==> config.mk <==
export PLATFORM = sky130hd
export DESIGN_NAME = ps2_key_decoder
export DESIGN_NICKNAME = d
export VERILOG_FILES = /design/src/rtl/ps2_key_decoder.sv
export SDC_FILE = /design/constraint.sdc
export NUM_CORES = 1
export LEC_CHECK = 0
export BUFFER_PORTS_ARGS = -buffer_cell sky130_fd_sc_hd__buf_4
export CORE_UTILIZATION = 40
export CTS_CLUSTER_SIZE = 12
export DETAILED_ROUTE_END_ITERATION = 16
export GPL_TIMING_DRIVEN = 0
export SLEW_MARGIN = 0
export SYNTH_ARGS = -nofsm -noshare
export SYNTH_HDL_FRONTEND = slang
export SYNTH_SLANG_ARGS = --single-unit
==> constraint.sdc <==
create_clock -name clk -period 4.6 [get_ports clk]
set_clock_uncertainty 0.1 [all_clocks]
set_input_delay 0.23 -clock clk [delete_from_list [all_inputs] [get_ports clk]]
set_output_delay 0.23 -clock clk [all_outputs]
set_load 0.03 [all_outputs]
==> src/rtl/ps2_key_decoder.sv <==
// ps2_key_decoder: pops PS/2 set-2 scan-code bytes from the receive FIFO,
// folds the E0/F0/E1 prefixes into single key events and turns mapped keys
// into one-cycle game commands.
//
// Handshake: fifo_rd is a single-cycle pop request raised only while the
// FIFO reports non-empty; the popped byte is taken from fifo_data on the
// following cycle. key_valid, cmd_valid and err are one-cycle strobes with
// no back-pressure; key_code/key_ext/key_brk and cmd hold between strobes.
module ps2_key_decoder #(
  parameter int TIMEOUT_CYC = 2500000,
  parameter bit REPEAT_EN   = 1'b0
) (
  input  logic       clk,
  input  logic       rst,
  input  logic       fifo_empty,
  input  logic [7:0] fifo_data,
  output logic       fifo_rd,
  output logic [7:0] key_code,
  output logic       key_ext,
  output logic       key_brk,
  output logic       key_valid,
  output logic [2:0] cmd,
  output logic       cmd_valid,
  output logic [7:0] held,
  output logic       err,
  output logic       dbg_state
);

  // Fetch FSM: IDLE waits for a byte, FETCH is the cycle the popped byte
  // is visible on fifo_data.
  typedef enum logic {
    S_IDLE  = 1'b0,
    S_FETCH = 1'b1
  } state_e;

  // The timeout fires on the run cycle where the counter would reach
  // TIMEOUT_CYC-1, so the err strobe appears after TIMEOUT_CYC-1 idle cycles.
  localparam logic [21:0] TO_LAST = 22'(TIMEOUT_CYC - 2);

  state_e      state;
  state_e      state_nxt;

  logic        ext_f;
  logic        brk_f;
  logic [2:0]  skip_cnt;
  logic [21:0] to_cnt;

  logic        ctx_active;
  logic        to_run;
  logic        to_fire;
  logic        is_fetch;

  logic        byte_skip;
  logic        byte_e1;
  logic        byte_e0;
  logic        byte_f0;
  logic        byte_junk;
  logic        byte_event;

  logic        map_hit;
  logic [2:0]  map_idx;
  logic        issue_cmd;

  // Scan-code to command map; the extended bit has to match exactly, so
  // keypad codes without E0 fall through as unmapped.
  function automatic logic [3:0] map_key(input logic [7:0] code, input logic ext);
    logic [3:0] r;
    r = 4'b0000;
    if (ext) begin
      case (code)
        8'h6B:   r = {1'b1, 3'd0};
        8'h74:   r = {1'b1, 3'd1};
        8'h75:   r = {1'b1, 3'd2};
        8'h72:   r = {1'b1, 3'd3};
        default: r = 4'b0000;
      endcase
    end else begin
      case (code)
        8'h29:   r = {1'b1, 3'd4};
        8'h4D:   r = {1'b1, 3'd5};
        8'h5A:   r = {1'b1, 3'd6};
        8'h76:   r = {1'b1, 3'd7};
        default: r = 4'b0000;
      endcase
    end
    return r;
  endfunction

  // FSM state register; reset mid-FETCH drops the byte already popped.
  always_ff @(posedge clk or negedge rst) begin
    if (!rst) begin
      state <= S_IDLE;
    end else begin
      state <= state_nxt;
    end
  end

  // FSM next-state: pop whenever idle and a byte is waiting, parse next cycle.
  always_comb begin
    state_nxt = state;
    case (state)
      S_IDLE:  if (!fifo_empty) state_nxt = S_FETCH;
      S_FETCH: state_nxt = S_IDLE;
      default: state_nxt = S_IDLE;
    endcase
  end

  // FSM outputs: the pop request and the debug view of the state.
  always_comb begin
    fifo_rd   = 1'b0;
    dbg_state = state;
    if (state == S_IDLE && !fifo_empty) begin
      fifo_rd = 1'b1;
    end
  end

  // Byte classification in priority order, plus key lookup and command gating.
  always_comb begin
    is_fetch   = (state == S_FETCH);
    byte_skip  = (skip_cnt != 3'd0);
    byte_e1    = !byte_skip && (fifo_data == 8'hE1);
    byte_e0    = !byte_skip && (fifo_data == 8'hE0);
    byte_f0    = !byte_skip && (fifo_data == 8'hF0);
    byte_junk  = !byte_skip && ((fifo_data == 8'h00) || (fifo_data == 8'hAA) ||
                                (fifo_data == 8'hEE) || (fifo_data == 8'hFA) ||
                                (fifo_data == 8'hFE) || (fifo_data == 8'hFF));
    byte_event = !byte_skip && !byte_e1 && !byte_e0 && !byte_f0 && !byte_junk;
    {map_hit, map_idx} = map_key(fifo_data, ext_f);
    issue_cmd  = is_fetch && byte_event && map_hit && !brk_f &&
                 (!held[map_idx] || REPEAT_EN);
    ctx_active = ext_f || brk_f || (skip_cnt != 3'd0);
    to_run     = ctx_active && (state == S_IDLE) && fifo_empty;
    to_fire    = to_run && (to_cnt == TO_LAST);
  end

  // Prefix/skip context and its idle timeout; a fetched byte always beats
  // the timeout because the counter only runs in IDLE with the FIFO empty.
  always_ff @(posedge clk or negedge rst) begin
    if (!rst) begin
      ext_f    <= 1'b0;
      brk_f    <= 1'b0;
      skip_cnt <= 3'd0;
      to_cnt   <= 22'd0;
      err      <= 1'b0;
    end else begin
      err <= 1'b0;
      if (is_fetch) begin
        to_cnt <= 22'd0;
        if (byte_skip) begin
          skip_cnt <= skip_cnt - 3'd1;
        end else if (byte_e1) begin
          skip_cnt <= 3'd7;
          ext_f    <= 1'b0;
          brk_f    <= 1'b0;
        end else if (byte_e0) begin
          ext_f <= 1'b1;
        end else if (byte_f0) begin
          brk_f <= 1'b1;
        end else begin
          // Junk bytes and completed events both leave a clean context.
          ext_f <= 1'b0;
          brk_f <= 1'b0;
        end
      end else if (to_fire) begin
        ext_f    <= 1'b0;
        brk_f    <= 1'b0;
        skip_cnt <= 3'd0;
        to_cnt   <= 22'd0;
        err      <= 1'b1;
      end else if (to_run) begin
        to_cnt <= to_cnt + 22'd1;
      end
    end
  end

  // Key event and command outputs; values hold until the next strobe.
  always_ff @(posedge clk or negedge rst) begin
    if (!rst) begin
      key_code  <= 8'h00;
      key_ext   <= 1'b0;
      key_brk   <= 1'b0;
      key_valid <= 1'b0;
      cmd       <= 3'd0;
      cmd_valid <= 1'b0;
    end else begin
      key_valid <= 1'b0;
      cmd_valid <= 1'b0;
      if (is_fetch && byte_event) begin
        key_code  <= fifo_data;
        key_ext   <= ext_f;
        key_brk   <= brk_f;
        key_valid <= 1'b1;
      end
      if (issue_cmd) begin
        cmd       <= map_idx;
        cmd_valid <= 1'b1;
      end
    end
  end

  // Held-key bitmap; only a mapped break or reset clears a bit.
  always_ff @(posedge clk or negedge rst) begin
    if (!rst) begin
      held <= 8'h00;
    end else if (is_fetch && byte_event && map_hit) begin
      held[map_idx] <= !brk_f;
    end
  end

endmodule

# Word level (Yosys, flattened, before mapping)
# Cells that the tools add are included.
dict set report word_totals {
  register_bits 52
  in_bits 11
  wordCells 111
  output_inout_bits 26
}
dict set report op_classes {
  n_bitwise 1
  n_eq_ne 21
  mux 33
  add_sub_neg 2
  reduce_logical 39
  order_cmp 2
}
# operator n
set ops {}
lappend ops {{two-way mux 22 bit} 3}
lappend ops {{== test 8 bit, second input constant} 8}
lappend ops {{== test 8 x 7 -> 1 bit, second input constant} 7}
lappend ops {{case mux 4 bit (4 select lines)} 2}
lappend ops {{adder 22 x 1 -> 22 bit, second input constant} 1}
lappend ops {{== test 22 bit, second input constant} 1}
lappend ops {{two-way mux 1 bit} 19}
lappend ops {{logical AND 1 bit} 17}
lappend ops {{two-way mux 3 bit} 4}
lappend ops {{bitwise mux 8 bit} 1}
lappend ops {{== test 8 x 6 -> 1 bit, second input constant} 1}
lappend ops {{zero test 1 bit} 8}
lappend ops {{zero test 8 bit} 1}
lappend ops {{logical OR 1 bit} 7}
lappend ops {{AND reduction 3 bit} 2}
lappend ops {{nonzero test 3 bit} 2}
lappend ops {{less-than comparator 3 x 4 -> 1 bit, second input constant} 1}
lappend ops {{two-way mux 4 bit} 1}
lappend ops {{inequality test 4 bit, second input constant} 1}
lappend ops {{binary-select mux 1 bit (select 3 bit)} 1}
lappend ops {{demux 1 bit (select 3 bit)} 1}
lappend ops {{>= comparator 3 x 1 -> 1 bit, second input constant} 1}
lappend ops {{inequality test 3 x 1 -> 1 bit, second input constant} 1}
lappend ops {{inequality test 3 bit, second input constant} 1}
lappend ops {{other kinds (6)} 6}

# Logic depth before layout (Yosys ltp)
dict set report logic_depth {
  word_depth 14
  mapped_depth 10
  mapped_depth_nobuf 9
}

# Worst setup path before layout
# Ideal clock, no wire load.
dict set report synth_path {
  kind {reg-to-reg}
  startpoint {register state, in the netlist dbg_state}
  endpoint {register cmd[1]}
  t_required_ps 4375
  setup_time_ps 125
  stages_incl_launch_ff 9
  path_slack_ps 1937
  n_path_buf 1
  synth_period_minus_slack_ps 2663
  t_arrival_ps 2438
  cell_sequence {dfrtp_1 > clkbuf_1 > inv_1 > nor2_1 > o31ai_2 > nor4_4 > o211ai_2 > a2111oi_4 > mux2_4}
}
dict set report synth_via {
  elab_chain_len 4
}
# item line_no
set synth_rtl {}
lappend synth_rtl {{from (decl)} 40} ;# state_e state;
lappend synth_rtl {{from (signal assigned)} 94} ;# state <= state_nxt;
lappend synth_rtl {{logical AND 1 bit (4 in a row)} 129} ;# issue_cmd = is_fetch && byte_event && map_hit && !brk_f &&
lappend synth_rtl {{net issue_cmd} 62} ;# logic issue_cmd;
lappend synth_rtl {{to (signal assigned)} 195} ;# cmd <= map_idx;
lappend synth_rtl {{to (decl)} 22} ;# output logic [2:0] cmd,
# The timed path passes the listed nets, and every way through them passes these cells.
# A chain may end at the register's enable or synchronous reset.

# Final worst setup path
dict set report layout_path {
  startpoint {register skip_cnt[0]}
  endpoint {register to_cnt[21]}
}
dict set report layout_via {
  elab_chain_len 7
  word_cells_on_any_way 8
  classes_between {2 x mux; 6 x reduce/logical}
}
# item line_no
set layout_rtl {}
lappend layout_rtl {{from (decl)} 45} ;# logic [2:0] skip_cnt;
lappend layout_rtl {{from (signal assigned)} 150} ;# skip_cnt <= skip_cnt - 3'd1;
lappend layout_rtl {{nonzero test 3 bit *} 131} ;# ctx_active = ext_f || brk_f || (skip_cnt != 3'd0);
lappend layout_rtl {{logical OR 1 bit *} 131}
lappend layout_rtl {{logical AND 1 bit * (2 in a row)} 132} ;# to_run = ctx_active && (state == S_IDLE) && fifo_empty;
lappend layout_rtl {{logical AND 1 bit} 133} ;# to_fire = to_run && (to_cnt == TO_LAST);
lappend layout_rtl {{two-way mux 22 bit} 164} ;# end else if (to_fire) begin
lappend layout_rtl {{two-way mux 22 bit} 147} ;# if (is_fetch) begin
lappend layout_rtl {{to (signal assigned)} 171} ;# to_cnt <= to_cnt + 22'd1;
lappend layout_rtl {{to (decl)} 46} ;# logic [21:0] to_cnt;
# Every way passes the cells marked *; elsewhere a longest branch is shown, timed or not.

==> key figures <==
Run status
  • Status: complete, no violations

Floorplanning
  • Row Count: 30
  • Initial core utilization: 41.3%
  • Die area: approximately 7400 sq um
  • Die height: about 86 microns
  • IO Count: 37
  • Die width: 85.8 microns
  • Core area: 6790 sq um

Timing
  • Max Freq: 329 MHz
  • Fin crit share: 66.1%
  • Setup_tns: 0 ns
  • Unrepaired setup endpoints after global routing: false
  • Slew headroom: 46.1%
  • Worst-Margin Slew: 0.801 ns
  • Final setup fails: 0
  • Slew Limit Fails: 0
  • Hold Fails Final Rpt: 0
  • Min Tclk post-route: 3.04 ns

Clock network
  • CTS buffer count: 5
  • Clock Tree Buf Depth: 2
  • Root buffer cell: clkbuf_8
  • Sink Count: 52
  • Worst skew pair latency: roughly 0.3 ns
  • Reg clk slew, reported paths: about 0.10 ns
  • CTS tree: built
  • H-Tree Depth: 2

Hold path
  • HP Class: in2reg
  • Hold path cells: 2
  • Hold Crit Start: fifo_data[4]

Global route
  • GRT Residual Overflow: 0
  • GRT Util Overall: approximately 17%
  • Vias in the first global route: 2063
  • Initial antenna violation count: 0
  • First-pass GRT wire length: 10.1 mm
  • Largest net degree at the start of global routing: 53

Placed design
  • PortBufs: 34
  • Placer Congestion: 0.797
  • Post-detail-place hpwl: 4.15 mm

Detailed routing
  • Routed vias/inst: 5.08
  • DR iter-0 viols: 63
  • WL per Instance: 13.7 microns
  • Post-DRT Antenna Nets: 0
  • Initial DRT Pass Iterations: 4
  • Total Wirelength: around 5.8 mm
  • DRC: 0
  • DR vias: 2142

Power and ir drop
  • Peak VDD IR: around 0.21 mV
  • LEAKAGE: 1.50 nW
  • Pint: 0.000789 W
  • Power Density: 364 nW/um^2
  • Combinational power share: between 30% and 40%
  • Clock network fraction of design power: roughly 23%
  • P_sw: 0.000411 W
  • Sw frac: 34.3%
  • Sequential fraction of design power: between 40% and 50%

Run
  • Max_cap viols: 0

Yosys
  • Distinct cells, synth: 46
  • Synth Register Bits: 52
  • Post-Syn Area per Cell: 9.96 sq um
  • Ys async rst share: 100%
  • Sequential fraction of the synthesis area: 46.3%
  • Yosys top cell by area: dfrtp_1
  • Number of flops mapped to enable cells by yosys: 0
  • Syn. warnings: 0
  • Synth Cell Area: ~2800 sq um
  • Yosys top cell area share: approximately 46%
  • Main flop type after synthesis: dfrtp_1
  • Post-synthesis net count: 297
  • Mapped Cells: around 280
  • Main area contributors after synthesis: dfrtp_1, mux2_2, nand2_1, nor2_1, xor2_1

Worst setup path
  • R2r startpoint: skip_cnt[0]
  • CP max FO: 10
  • Crit-path max cell delay: 0.62 ns
  • CP Launch Point: skip_cnt[0]
  • CP endpoint kind: flip-flop
  • Arrival time worst endpoint: between 3 and 4 ns
  • R2R depth: 9
  • Worst setup path class: reg2reg
  • Critical Path RT: 4.67 ns
  • Slowest-stage cell, CP: or4b_2
  • Critical path cell sequence: inv_1, ha_1, or4b_2, a21oi_1, nor4_1, and3_1, nand3_1, xor2_1, nor2_1
  • Critical path launch point type: flip-flop

Cells and area
  • Commonest non-fill, non-tap cell in the layout: dfrtp_1
  • Syn-to-layout area delta: 17.6%
  • Layout Nets: 340
  • Final Util: 48.6%
  • Fillcell total: 661
  • Share of layout cells above drive strength 1: 23.0%
  • Most frequent cells in the layout: dfrtp_1, buf_4, nand2_1
  • Inserted Diodes: 0
-- repair_timing --
action / in CTS / in global routing
endpoints found under the hold margin: 53 / 0
buffers inserted: 0 / 0
hold buffers: 2 / 0
resized for setup: 0 / 0
-- worst max-delay path: cells and delay by family, from the launching register on --
family	cells	cell delay, ns
flip-flops	1	0.41
AO/OA/AOI/OAI	1	0.60
XOR/XNOR	1	0.16
AND/OR/NAND/NOR	5	1.35
adder cells (fa/ha/maj)	1	0.19
buffers and inverters	1	0.11
-- metal layers --
layer / global-route usage [%] / wire length (microns)
met4: 4.70 / 46
met2: 27.8 / 2700
met3: 2.98 / 190
met1: 24.4 / 2860
met5: 0 / 0
-- metrics by stage --
stage / hold slack (ns) / std cells / total power [W] / setup WS, ns / instance area (sq um)
finish: 0.121 / 422 / 0.00120 / 1.56 / 3300
global route: 0.126 / 422 / 0.00128 / 1.30 / 3300
CTS: 0.104 / 422 / 0.00122 / 1.54 / 3300
detailed placement: 0.220 / 412 / 0.000938 / 1.56 / 3180
global placement: 0.212 / 412 / 0.000930 / 1.60 / 3180
floorplan: -0.166 / 282 / 0.000807 / 1.94 / 2810
-- cell families (layout without fill, tap and decap cells) --
logic type / Yosys count / after routing / share of synthesized area [%]
flip-flops: 52 / 52 / 46.3
multiplexers: 23 / 23 / 9.13
adder cells (fa/ha/maj): 4 / 4 / 1.78
XOR/XNOR: 19 / 19 / 5.92
buffers and inverters: 22 / 66 / 3.83
AO/OA/AOI/OAI: 31 / 31 / 7.97
AND/OR/NAND/NOR: 131 / 131 / 25.0
-- sequential cells by signal, indices dropped and copies added (netlist names) --
register and flops:
to_cnt 22, held 8, key_code 8, cmd 3, skip_cnt 3, brk_f 1, cmd_valid 1, dbg_state 1
err 1, ext_f 1, key_brk 1, key_ext 1, key_valid 1
-- path summary, 6_finish.rpt --
path | endpoint | slack, ns
hold / removal | ext_f | 0.12
max in group asynchronous | held[0] | 3.57
hold reg to reg | skip_cnt[1] | 0.40
setup reg to reg | to_cnt[21] | 1.56
setup / recovery | to_cnt[21] | 1.56
min in group asynchronous | key_code[5] | 0.39
-- cell usage after synthesis (2+ instances only) --
cell type	count
or4_1	4
clkbuf_1	4
o31ai_1	3
or3_1	4
o21ai_0	13
nand3_1	15
and2_1	3
mux2i_1	5
and3_1	7
nor2b_1	5
buf_6	2
nor4bb_1	5
mux2_2	17
buf_4	2
nand2b_1	4
xor2_1	13
nor2_1	33
nand2_1	34
nor4_1	5
inv_1	11
buf_2	2
ha_1	4
xnor2_1	6
o211ai_1	2
nand4_1	4
dfrtp_1	52
a21oi_1	4
-- area by class of cell --
class                   count  area, sq um  area share, %
plain buffers              11         66.3           2.01
clock buffers               6         82.6           2.50
clock inverters             2         15.0          0.455
inverters                  11         41.3           1.25
multi-input cells         208         1400           42.4
flip-flops and latches     52         1300           39.4
well taps                  96          120           3.64
repair buffers             36          275           8.34
-- power groups by stage --
stage | logic, W | clock network, W | registers [W]
after floorplan | 0.000155 | 0 | 0.000653
after global placement | 0.000359 | 0 | 0.000571
after detailed placement | 0.000363 | 0 | 0.000575
after CTS | 0.000366 | 0.000288 | 0.000565
after global routing | 0.000398 | 0.000304 | 0.000574
final | 0.000360 | 0.000276 | 0.000565
Power figures use the tool's default switching activity.
